--- config.mk ---
export PLATFORM = sky130hd
export DESIGN_NAME = hazard_ctrl
export DESIGN_NICKNAME = d
export VERILOG_FILES = /design/src/rtl/hazard_ctrl.sv
export SDC_FILE = /design/constraint.sdc
export NUM_CORES = 1
export LEC_CHECK = 0
export BUFFER_PORTS_ARGS = -buffer_cell sky130_fd_sc_hd__buf_2
export CELL_PAD_IN_SITES_DETAIL_PLACEMENT = 0
export CELL_PAD_IN_SITES_GLOBAL_PLACEMENT = 1
export CORE_MARGIN = 2
export CORE_UTILIZATION = 35
export CTS_CLUSTER_SIZE = 12
export DETAILED_ROUTE_END_ITERATION = 10
export PLACE_DENSITY_LB_ADDON = 0.12
export SYNTH_ARGS = -nofsm -noshare
export SYNTH_HDL_FRONTEND = slang
export SYNTH_SLANG_ARGS = --single-unit
export TNS_END_PERCENT = 30
--- constraint.sdc ---
create_clock -name clock -period 3.9 [get_ports clock]
set_input_delay 1.17 -clock clock [delete_from_list [all_inputs] [get_ports clock]]
set_output_delay 1.17 -clock clock [all_outputs]
set_load 0.1 [all_outputs]
--- src/rtl/hazard_ctrl.sv ---
// Load-use / MDU interlock and branch-flush controller for the 5-stage core.
// Controls are combinational from state and inputs; the MDU tracker and stall counter update on the edge.
module hazard_ctrl #(
    parameter int MDU_LATENCY = 8
) (
    input  logic        clock,
    input  logic        reset,
    input  logic [4:0]  id_rs,
    input  logic [4:0]  id_rt,
    input  logic        id_uses_rt,
    input  logic        id_is_mdu,
    input  logic        id_reads_hilo,
    input  logic        ex_mem_read,
    input  logic        ex_reg_write,
    input  logic [4:0]  ex_num_write,
    input  logic        branch_taken,
    output logic        pc_en,
    output logic        ifid_en,
    output logic        ifid_flush,
    output logic        idex_flush,
    output logic        mdu_start,
    output logic        mdu_busy,
    output logic [15:0] stall_cycles
);

    localparam int CW = (MDU_LATENCY > 1) ? $clog2(MDU_LATENCY) : 1;
    localparam logic [CW-1:0] CNT_LOAD = CW'(MDU_LATENCY - 1);

    typedef enum logic {
        RUN      = 1'b0,
        MDU_BUSY = 1'b1
    } state_t;

    state_t        state_q, state_d;
    logic [CW-1:0] cnt_q, cnt_d;
    logic [15:0]   stall_cycles_q, stall_cycles_d;

    logic load_hz;
    logic mdu_hz;
    logic stall;

    always_comb begin
        load_hz = ex_mem_read && ex_reg_write && (ex_num_write != 5'd0) &&
                  ((id_rs == ex_num_write) || (id_uses_rt && (id_rt == ex_num_write)));
        mdu_hz  = (state_q == MDU_BUSY) && (id_is_mdu || id_reads_hilo);
        stall   = (load_hz || mdu_hz) && !branch_taken;
    end

    always_comb begin
        pc_en      = 1'b1;
        ifid_en    = 1'b1;
        ifid_flush = 1'b0;
        idex_flush = 1'b0;
        mdu_start  = 1'b0;
        // A taken branch makes the ID instruction wrong-path, so its stall is dropped.
        if (branch_taken) begin
            ifid_flush = 1'b1;
            idex_flush = 1'b1;
        end else if (stall) begin
            pc_en      = 1'b0;
            ifid_en    = 1'b0;
            idex_flush = 1'b1;
        end else begin
            mdu_start  = id_is_mdu && (state_q == RUN);
        end
    end

    always_comb begin
        state_d = state_q;
        cnt_d   = cnt_q;
        case (state_q)
            RUN: begin
                if (mdu_start) begin
                    state_d = MDU_BUSY;
                    cnt_d   = CNT_LOAD;
                end
            end
            MDU_BUSY: begin
                // The MDU op is older than any branch, so a flush never cancels it.
                if (cnt_q != '0) begin
                    cnt_d = cnt_q - 1'b1;
                end else begin
                    state_d = RUN;
                end
            end
            default: begin
                state_d = RUN;
                cnt_d   = '0;
            end
        endcase
    end

    always_comb begin
        stall_cycles_d = stall_cycles_q;
        if (!pc_en && (stall_cycles_q != 16'hFFFF)) begin
            stall_cycles_d = stall_cycles_q + 16'd1;
        end
    end

    always_ff @(posedge clock or posedge reset) begin
        if (reset) begin
            state_q        <= RUN;
            cnt_q          <= '0;
            stall_cycles_q <= 16'd0;
        end else begin
            state_q        <= state_d;
            cnt_q          <= cnt_d;
            stall_cycles_q <= stall_cycles_d;
        end
    end

    assign mdu_busy     = (state_q == MDU_BUSY);
    assign stall_cycles = stall_cycles_q;

endmodule

==> flow_results.org, run 1 <==
** Outcome
- Status :: complete, no violations

** Logic synthesis
- Distinct cells, synth :: 33
- Synthesis produced a netlist whose cell count is approximately 120.
- Share of flip-flops with an asynchronous set or reset after synthesis :: 100%
- Library cell with the largest summed area after synthesis :: sky130_fd_sc_hd__dfrtp_1
- Number of enable flip-flop cells after synthesis :: 0
- Post-synthesis instance area :: 1200 um^2
- Counting flops and latches in the post-synthesis netlist gives 20.
- By area the synthesized netlist is led by sky130_fd_sc_hd__dfrtp_1 (42%), sky130_fd_sc_hd__xor2_1 (15%), sky130_fd_sc_hd__nor2_1 (3.8%), sky130_fd_sc_hd__nand4_1 (3.7%), sky130_fd_sc_hd__ha_1 (3.1%).
- Synthesis produced a netlist with a net count of 149.
- The synthesized design devotes to its leading area cell type 41.8% of total area.
- Share of synthesized area occupied by flip-flops and latches :: 41.8%
- Syn. warnings :: 0
- Primary FF master, synth :: sky130_fd_sc_hd__dfrtp_1
- After synthesis, the mean cell area works out to 9.72 um^2.

** Floorplanning
- Placeable core region :: 3310 um^2
- For this configuration, the core starts out at a cell density of 36.1%.
- Number of top-level design ports :: between 40 and 50
- After floorplanning, the core was divided into 21 placement rows.
- The die is 62.5 um wide.
- The die is 62.5 um tall.
- Die Outline Area :: 3900 um^2

** STA
- Setup repair after global routing missed its margin :: yes
- The number of endpoints with negative hold slack in the final report is 0.
- At the pin with the least slew margin, the transition time is 760 ps.
- Final critical delay including setup and external delays :: 3840 ps
- Timing would allow up to 0.260 GHz.
- The tightest hold path in the finished design has a slack of 510 ps.
- Measured against its own limit, the worst slew margin works out to around half.
- Portion of the clock cycle consumed by the worst path in the final layout :: between 90% and 100%
- Setup violations remaining at the end of the flow were counted as 0.
- Sum of negative setup slack :: 0 ps
- Final count of pins violating max slew :: 0
- Worst clock skew :: around 1.7 ps

** Clock tree
- TritonCTS clock tree :: done
- H-tree level count :: 1
- Clock tree synthesis found a total of 20 sinks.
- At the later pin of the worst-skew pair, clock insertion delay measures 300 ps.
- The clock passes through at most 2 buffers.
- CTS Root Cell :: sky130_fd_sc_hd__clkbuf_4
- Clock tree synthesis inserted a total of 3 buffers.
- Post-CTS clock slew at the launch and capture registers of the worst setup and hold paths :: 120 ps

** Global route
- Number of antenna violations at the first check in global routing :: 0
- Global-route total usage across every layer :: 14.1%
- For this run the aggregate overflow at the end of global routing stands at 0.
- Entering global routing, the biggest net connects 21 pins.
- The first global-routing pass estimated 4480 um of wire.
- Vias in the first global route :: 1007

** Setup path
- In this design, the largest share of critical-path delay is due to simple AND/OR/NAND/NOR gates.
- Worst setup EP type :: output pin
- CP cell instances :: buf_2 > or4_1 > o211ai_2 > o21bai_2 > nand2_1 > or2_2 > buf_6
- For the worst setup path, the data arrival time is 2670 ps.
- Slowest stage cell, crit path :: sky130_fd_sc_hd__or4_1
- Category of the most critical setup path :: in -> out
- Counting both buffers and inverters, the worst setup path holds a total of 2.
- For the worst setup path, the data required time is 2730 ps.
- Highest net fanout along the worst path :: 2
- Worst path max stage delay :: between 500 and 600 ps
- The worst setup path is launched from an input port.

** Cells and area
- In the layout the commonest cells are sky130_fd_sc_hd__buf_2 (40), sky130_fd_sc_hd__xor2_1 (21), sky130_fd_sc_hd__dfrtp_1 (20), sky130_fd_sc_hd__nor2_1 (12), sky130_fd_sc_hd__buf_4 (10).
- In the final layout, the multi-input gates occupy 654 um^2.
- Fillcell total :: 340
- Count of antenna diodes in the layout :: 0
- Final Cell Area :: 1640 um^2
- Sequential cell area :: around 500 um^2
- Nets :: 204
- From synthesis to final layout, the design area changed by 37.2%.
- Most common library cell in the layout ignoring fill and taps :: sky130_fd_sc_hd__buf_2
- Fraction of layout instances using a drive strength above 1 :: 38.4%
- Cells fill about half of the core in the end.

** Detailed routing
- The first detailed-routing pass ran for 4 iterations.
- In the final routing, the length of wire on met1 measures 1200 um.
- Detailed routing placed a total of 1170 um of wire on met2.
- Overall routed net length :: about 2600 um
- After the first detailed-routing iteration, the DRC count stood at 49.
- DRC errors left :: 0
- Number of nets still failing antenna checks after routing :: 0
- Vias :: roughly 1.0k
- Using the TritonRoute via totals, the vias-per-cell ratio works out to 4.68.
- After detailed routing, the met3 layer carries 203 um of wire.
- Routed length per instance :: 11.6 um
- Max Used Layer :: met4

** Pwr
- In this run the power density over the cells is 631 nW/um^2.
- Reported leakage power :: 0.883 nW
- The design draws 1.04 mW.
- Largest vdd supply drop :: 0.414 mV

** Placed design
- Final RePlAce weighted congestion :: 0.799
- After legalization and detailed placement, the total HPWL measured 2010 um.
- In this run the cell area measured after placement is 1570 um^2.
- Port buffering added 44 buffers.

** Worst hold path
- The min-delay analysis places its worst path in the category reg -> reg.

** Run
- Number of max-capacitance violations reported :: 0
==> power breakdown <==
part           internal [mW]  switching, mW
sequential             0.252         0.0429
combinational          0.153          0.417
clock                  0.104         0.0663
total                  0.509          0.526
==> Yosys cell counts, drive strengths merged (2+ instances only) <==
cell / number
nor3b: 3
xnor2: 4
nor2: 12
dfrtp: 20
xor2: 21
a21oi: 2
inv: 7
buf: 4
and3: 3
nand2: 8
nand3: 6
nor3: 6
nor4: 2
ha: 3
nand4: 7
==> state kept, by name (all words and copies together), names as in the netlist <==
| name | flops |
|---|---|
| mdu_busy | 1 |
| cnt_q | 3 |
| stall_cycles | 16 |
==> repair_timing <==
action,4_1_cts,5_1_grt
buffers inserted,0,0
pin swaps,0,1
resized for setup,2,2
endpoints found under the setup margin,1,3
hold buffers,0,0
==> per-stage QoR <==
| stage | setup WS (ps) | std cells |
|---|---|---|
| floorplan | -32.9 | 123 |
| global placement | -50.3 | 219 |
| detailed placement | -55.8 | 219 |
| CTS | 13.6 | 223 |
| global route | -30.4 | 223 |
| finish | 60.0 | 223 |
==> final cells by class <==
| type | instances | area share [%] |
|---|---|---|
| timing repair buffer | 54 | 21.1 |
| tap | 46 | 3.51 |
| clock inverter | 1 | 1.83 |
| multi-input combinational | 92 | 39.9 |
| sequential | 20 | 30.5 |
| inverter | 7 | 1.83 |
| clock buffer | 3 | 1.37 |
==> worst paths after layout <==
check | from | to | slack (ps) | depth (start not counted)
worst max register to register | stall_cycles[0] | stall_cycles[12] | 1660 | 7
min in group asynchronous | reset | stall_cycles[1] | 980 | 2
worst max-delay path | ex_num_write[1] | idex_flush | 60 | 7
worst min register to register | stall_cycles[11] | stall_cycles[11] | 510 | 1
max in group asynchronous | reset | stall_cycles[4] | 2450 | 2
worst min-delay path | stall_cycles[11] | stall_cycles[11] | 510 | 1
==> kinds of logic after synthesis <==
group | count (synthesis) | synth area share (%)
and+or+nand+nor | 55 | 25.4
xor gates and xnor gates | 25 | 18.3
DFF | 20 | 41.8
buffers and inverters | 11 | 4.81
AOI/OAI and AO/OA | 8 | 5.23
adders and majority gates | 3 | 3.14
muxes | 1 | 1.25
==> per-layer routing <==
metal,track usage [%],vias to the layer above
met2,21.9,38
met3,3.78,2
met1,18.6,481
met5,0,-
met4,5.83,0
li1,-,523
(Power assumes the default switching activity.)
==> run 2, diff against run 1 <==
--- a/config.mk
+++ b/config.mk
@@ -12,7 +12,9 @@
 export CORE_UTILIZATION = 35
 export CTS_CLUSTER_SIZE = 12
 export DETAILED_ROUTE_END_ITERATION = 10
+export GPL_TIMING_DRIVEN = 0
 export PLACE_DENSITY_LB_ADDON = 0.12
+export SKIP_LAST_GASP = 1
 export SYNTH_ARGS = -nofsm -noshare
 export SYNTH_HDL_FRONTEND = slang
 export SYNTH_SLANG_ARGS = --single-unit
==> run 2 against run 1 <==
Final cell count shrank 2.2%. Power shrank 0.85%. Clock-buffer cell count is the same. Sequential cell count is the same. Combinational power shrank 1%. Routed wire length grew 2.9%. Design area shrank 1.8%. Clock skew grew 8.3 ps. Critical endpoint unchanged. Highest routed layer unchanged.
==> flow_results.org, run 2 (synthesized netlist as in run 1, its figures left out) <==
** Outcome
- Status :: complete, no violations

** Clock tree
- The number of sinks handled by clock tree synthesis came to 20 (unchanged).
- The number of levels in the clock H-tree was 1 (unchanged).
- The TritonCTS buffer count was 3 (unchanged).
- CTS Root Cell :: sky130_fd_sc_hd__clkbuf_4
- The clock input transition at the sequential cells of the worst setup and hold paths was 120 ps (about the same).
- TritonCTS clock tree :: done
- Later-pin clock latency in the skew report :: 300 ps (about the same)
- The buffer levels on the longest clock path came to 2 (unchanged).
- The count of hold buffers inserted by post-cts repair was 0 (unchanged).

** STA
- The final critical path time including I/O delays and setup came to 3840 ps (+0.926 ps).
- The final worst setup slack was 59.1 ps (-0.926 ps).
- Setup repair after global routing missed its margin :: no
- Worst clock skew :: 10.1 ps (+8.34 ps)
- Worst slew margin relative to its limit :: 48.5% (-0.82 points)
- The final cycle utilization of the critical path was 98.5% (about the same).
- Final count of pins violating max slew :: 0 (unchanged)
- Total of endpoints with negative setup slack in the final report :: 0 (unchanged)
- The slew of the pin with the lowest slew margin came to 772 ps (+12.4 ps).
- The number of endpoints with negative hold slack in the final report is 0 (unchanged).
- The maximum clock rate is 0.260 GHz (about the same).

** Detailed routing
- The final routed wire length divided by cell count is 12.2 um (+5.3%).
- The iteration count of the initial detailed-routing pass came to 4 (unchanged).
- The via total after detailed routing came to 1016 (-2.7%).
- The initial detailed-routing violation count came to 38 (-22%).
- The total wire length is 2670 um (+2.9%).
- Number of nets still failing antenna checks after routing :: 0 (unchanged)
- The detailed-route DRC error count was 0 (unchanged).
- Signal routing reaches up to met4.
- The routed length on met1 is 1270 um (+6.1%).
- Routed met3 length :: 195 um (-3.9%)
- The post-detailed-route via-to-cell ratio was 4.66 (-0.45%).
- Met2 wire length :: 1180 um (+0.60%)

** Setup path
- Data arrival time at the worst-slack endpoint :: 2670 ps (about the same)
- The top fanout value on the critical path was 3 (+1).
- Among all stages on the critical path, the largest delay is contributed by sky130_fd_sc_hd__or4_4.
- Data required time at the worst endpoint :: 2730 ps (about the same)
- Reg2reg setup slack :: 1950 ps (+290 ps)
- Critical Path Start Type :: input port
- The critical path in this run is classified as in -> out.
- Worst setup EP type :: output pin
- CP cell instances :: buf_6 > or4_4 > o211ai_2 > o21bai_4 > nand2_2 > or2_4 > buf_12
- Worst path max stage delay :: 520 ps (about the same)

** Pwr
- The static leakage power was 0.859 nW (-2.7%).
- Power density over the cells :: 637 nW/um^2 (+0.92%)
- The maximum vdd ir drop came to 0.419 mV (+1.1%).

** Floorplanning
- The placeable core area came to 3310 um^2 (unchanged).
- Die boundary height :: 62.5 um (unchanged)
- The number of top-level design ports came to 45 (unchanged).
- The die boundary width came to 62.5 um (unchanged).
- The starting utilization of the core area came to 36.1% (unchanged).
- The die area came to 3900 um^2 (unchanged).
- The row count came to 21 (unchanged).

** Placed design
- DPL Wire Length :: 2030 um (+0.57%)
- Number of I/O port buffers :: 44 (unchanged)
- Worst setup slack after placement :: -268 ps (-213 ps)
- Standard cell area after detailed placement :: 1490 um^2 (-5.6%)
- The final estimated routing congestion in global placement came to 0.791 (-1.0%).

** Cells and area
- Nets :: 199 (-2.5%)
- The layout filler cell count was 338 (-0.59%).
- The post-route standard cell area excluding fillers was 1610 um^2 (-1.8%).
- Fraction of layout instances using a drive strength above 1 :: 37.8% (-0.63 points)
- The library cell used most frequently in the layout, excluding fill and tap cells, is sky130_fd_sc_hd__buf_2.
- The final core utilization was 48.7% (-0.87 points).
- Max reg flops :: 16 (unchanged)
- Leading cell types in the layout, fill and taps excluded :: sky130_fd_sc_hd__buf_2 (39), sky130_fd_sc_hd__xor2_1 (21), sky130_fd_sc_hd__dfrtp_1 (20), sky130_fd_sc_hd__nor2_1 (12)
- Relative to the synthesized area, the layout overhead comes to 34.8%.
- Count of antenna diodes in the layout :: 0 (unchanged)

** Global route
- Vias in the first global route :: 1034 (+2.7%)
- The global route total overflow is 0 (unchanged).
- The initial antenna violation count is 0 (unchanged).
- Pin count of the biggest net entering global routing :: 21 (unchanged)
- Global-route total usage across every layer :: 14.6% (+0.48 points)
- Global-route wire length before repair :: 4640 um (+3.5%)

** Run
- Number of max-capacitance violations reported :: 0 (unchanged)

** Worst hold path
- Type of the most critical hold path :: reg -> reg
## run 2: report_power, final
group	total, mW	switching, mW	leakage, nW	internal [mW]
Combinational	0.562	0.420	0.571	0.143
Clock	0.169	0.0652	0.0279	0.104
Sequential	0.295	0.0430	0.260	0.252
Total	1.03	0.528	0.859	0.499
## run 2: area by class of cell
type / count / area [um^2] / area share [%]
Timing Repair Buffer: 45 / 270 / 16.8
Inverter: 7 / 30.0 / 1.86
Multi-Input combinational cell: 92 / 671 / 41.6
Clock inverter: 1 / 30.0 / 1.86
Tap cell: 46 / 57.6 / 3.57
Clock buffer: 3 / 22.5 / 1.40
Buffer: 4 / 31.3 / 1.94
Sequential cell: 20 / 500 / 31.0
## run 2: path summary, 6_finish.rpt
kind                                  start                to  cells past startpoint
max in group asynchronous             reset   stall_cycles[7]                      2
setup reg to reg            stall_cycles[0]   stall_cycles[1]                      7
setup / recovery            ex_num_write[4]        idex_flush                      7
hold / removal             stall_cycles[11]  stall_cycles[11]                      1
min in group asynchronous             reset          cnt_q[1]                      2
hold reg to reg            stall_cycles[11]  stall_cycles[11]                      1
## run 2: metrics by stage
step	setup TNS [ps]	power [mW]	hold slack, ps	instances
finish	0	1.03	502	218
global route	0	1.09	550	218
CTS	-40.9	1.03	510	218
detailed placement	-812	0.841	487	213
global placement	-739	0.834	476	213
floorplan	-32.9	0.742	484	123
## run 2: worst max-delay path: cells and delay by family
kind                   cells  cell delay, ps
AO/OA/AOI/OAI              2             330
buffers and inverters      2             260
AND/OR/NAND/NOR            3             900
## run 2: metal layers
layer / vias to the layer above / global-route usage, %
met2: 39 / 23.0
li1: 519 / -
met3: 2 / 3.60
met1: 456 / 19.6
met4: 0 / 5.00
met5: - / 0
## run 2: what timing repair did
| action | in CTS | in global routing |
|---|---|---|
| buffers inserted | 1 | 0 |
| endpoints found under the setup margin | 4 | 3 |
| gates resized for setup | 12 | 7 |
| pin swaps | 1 | 3 |
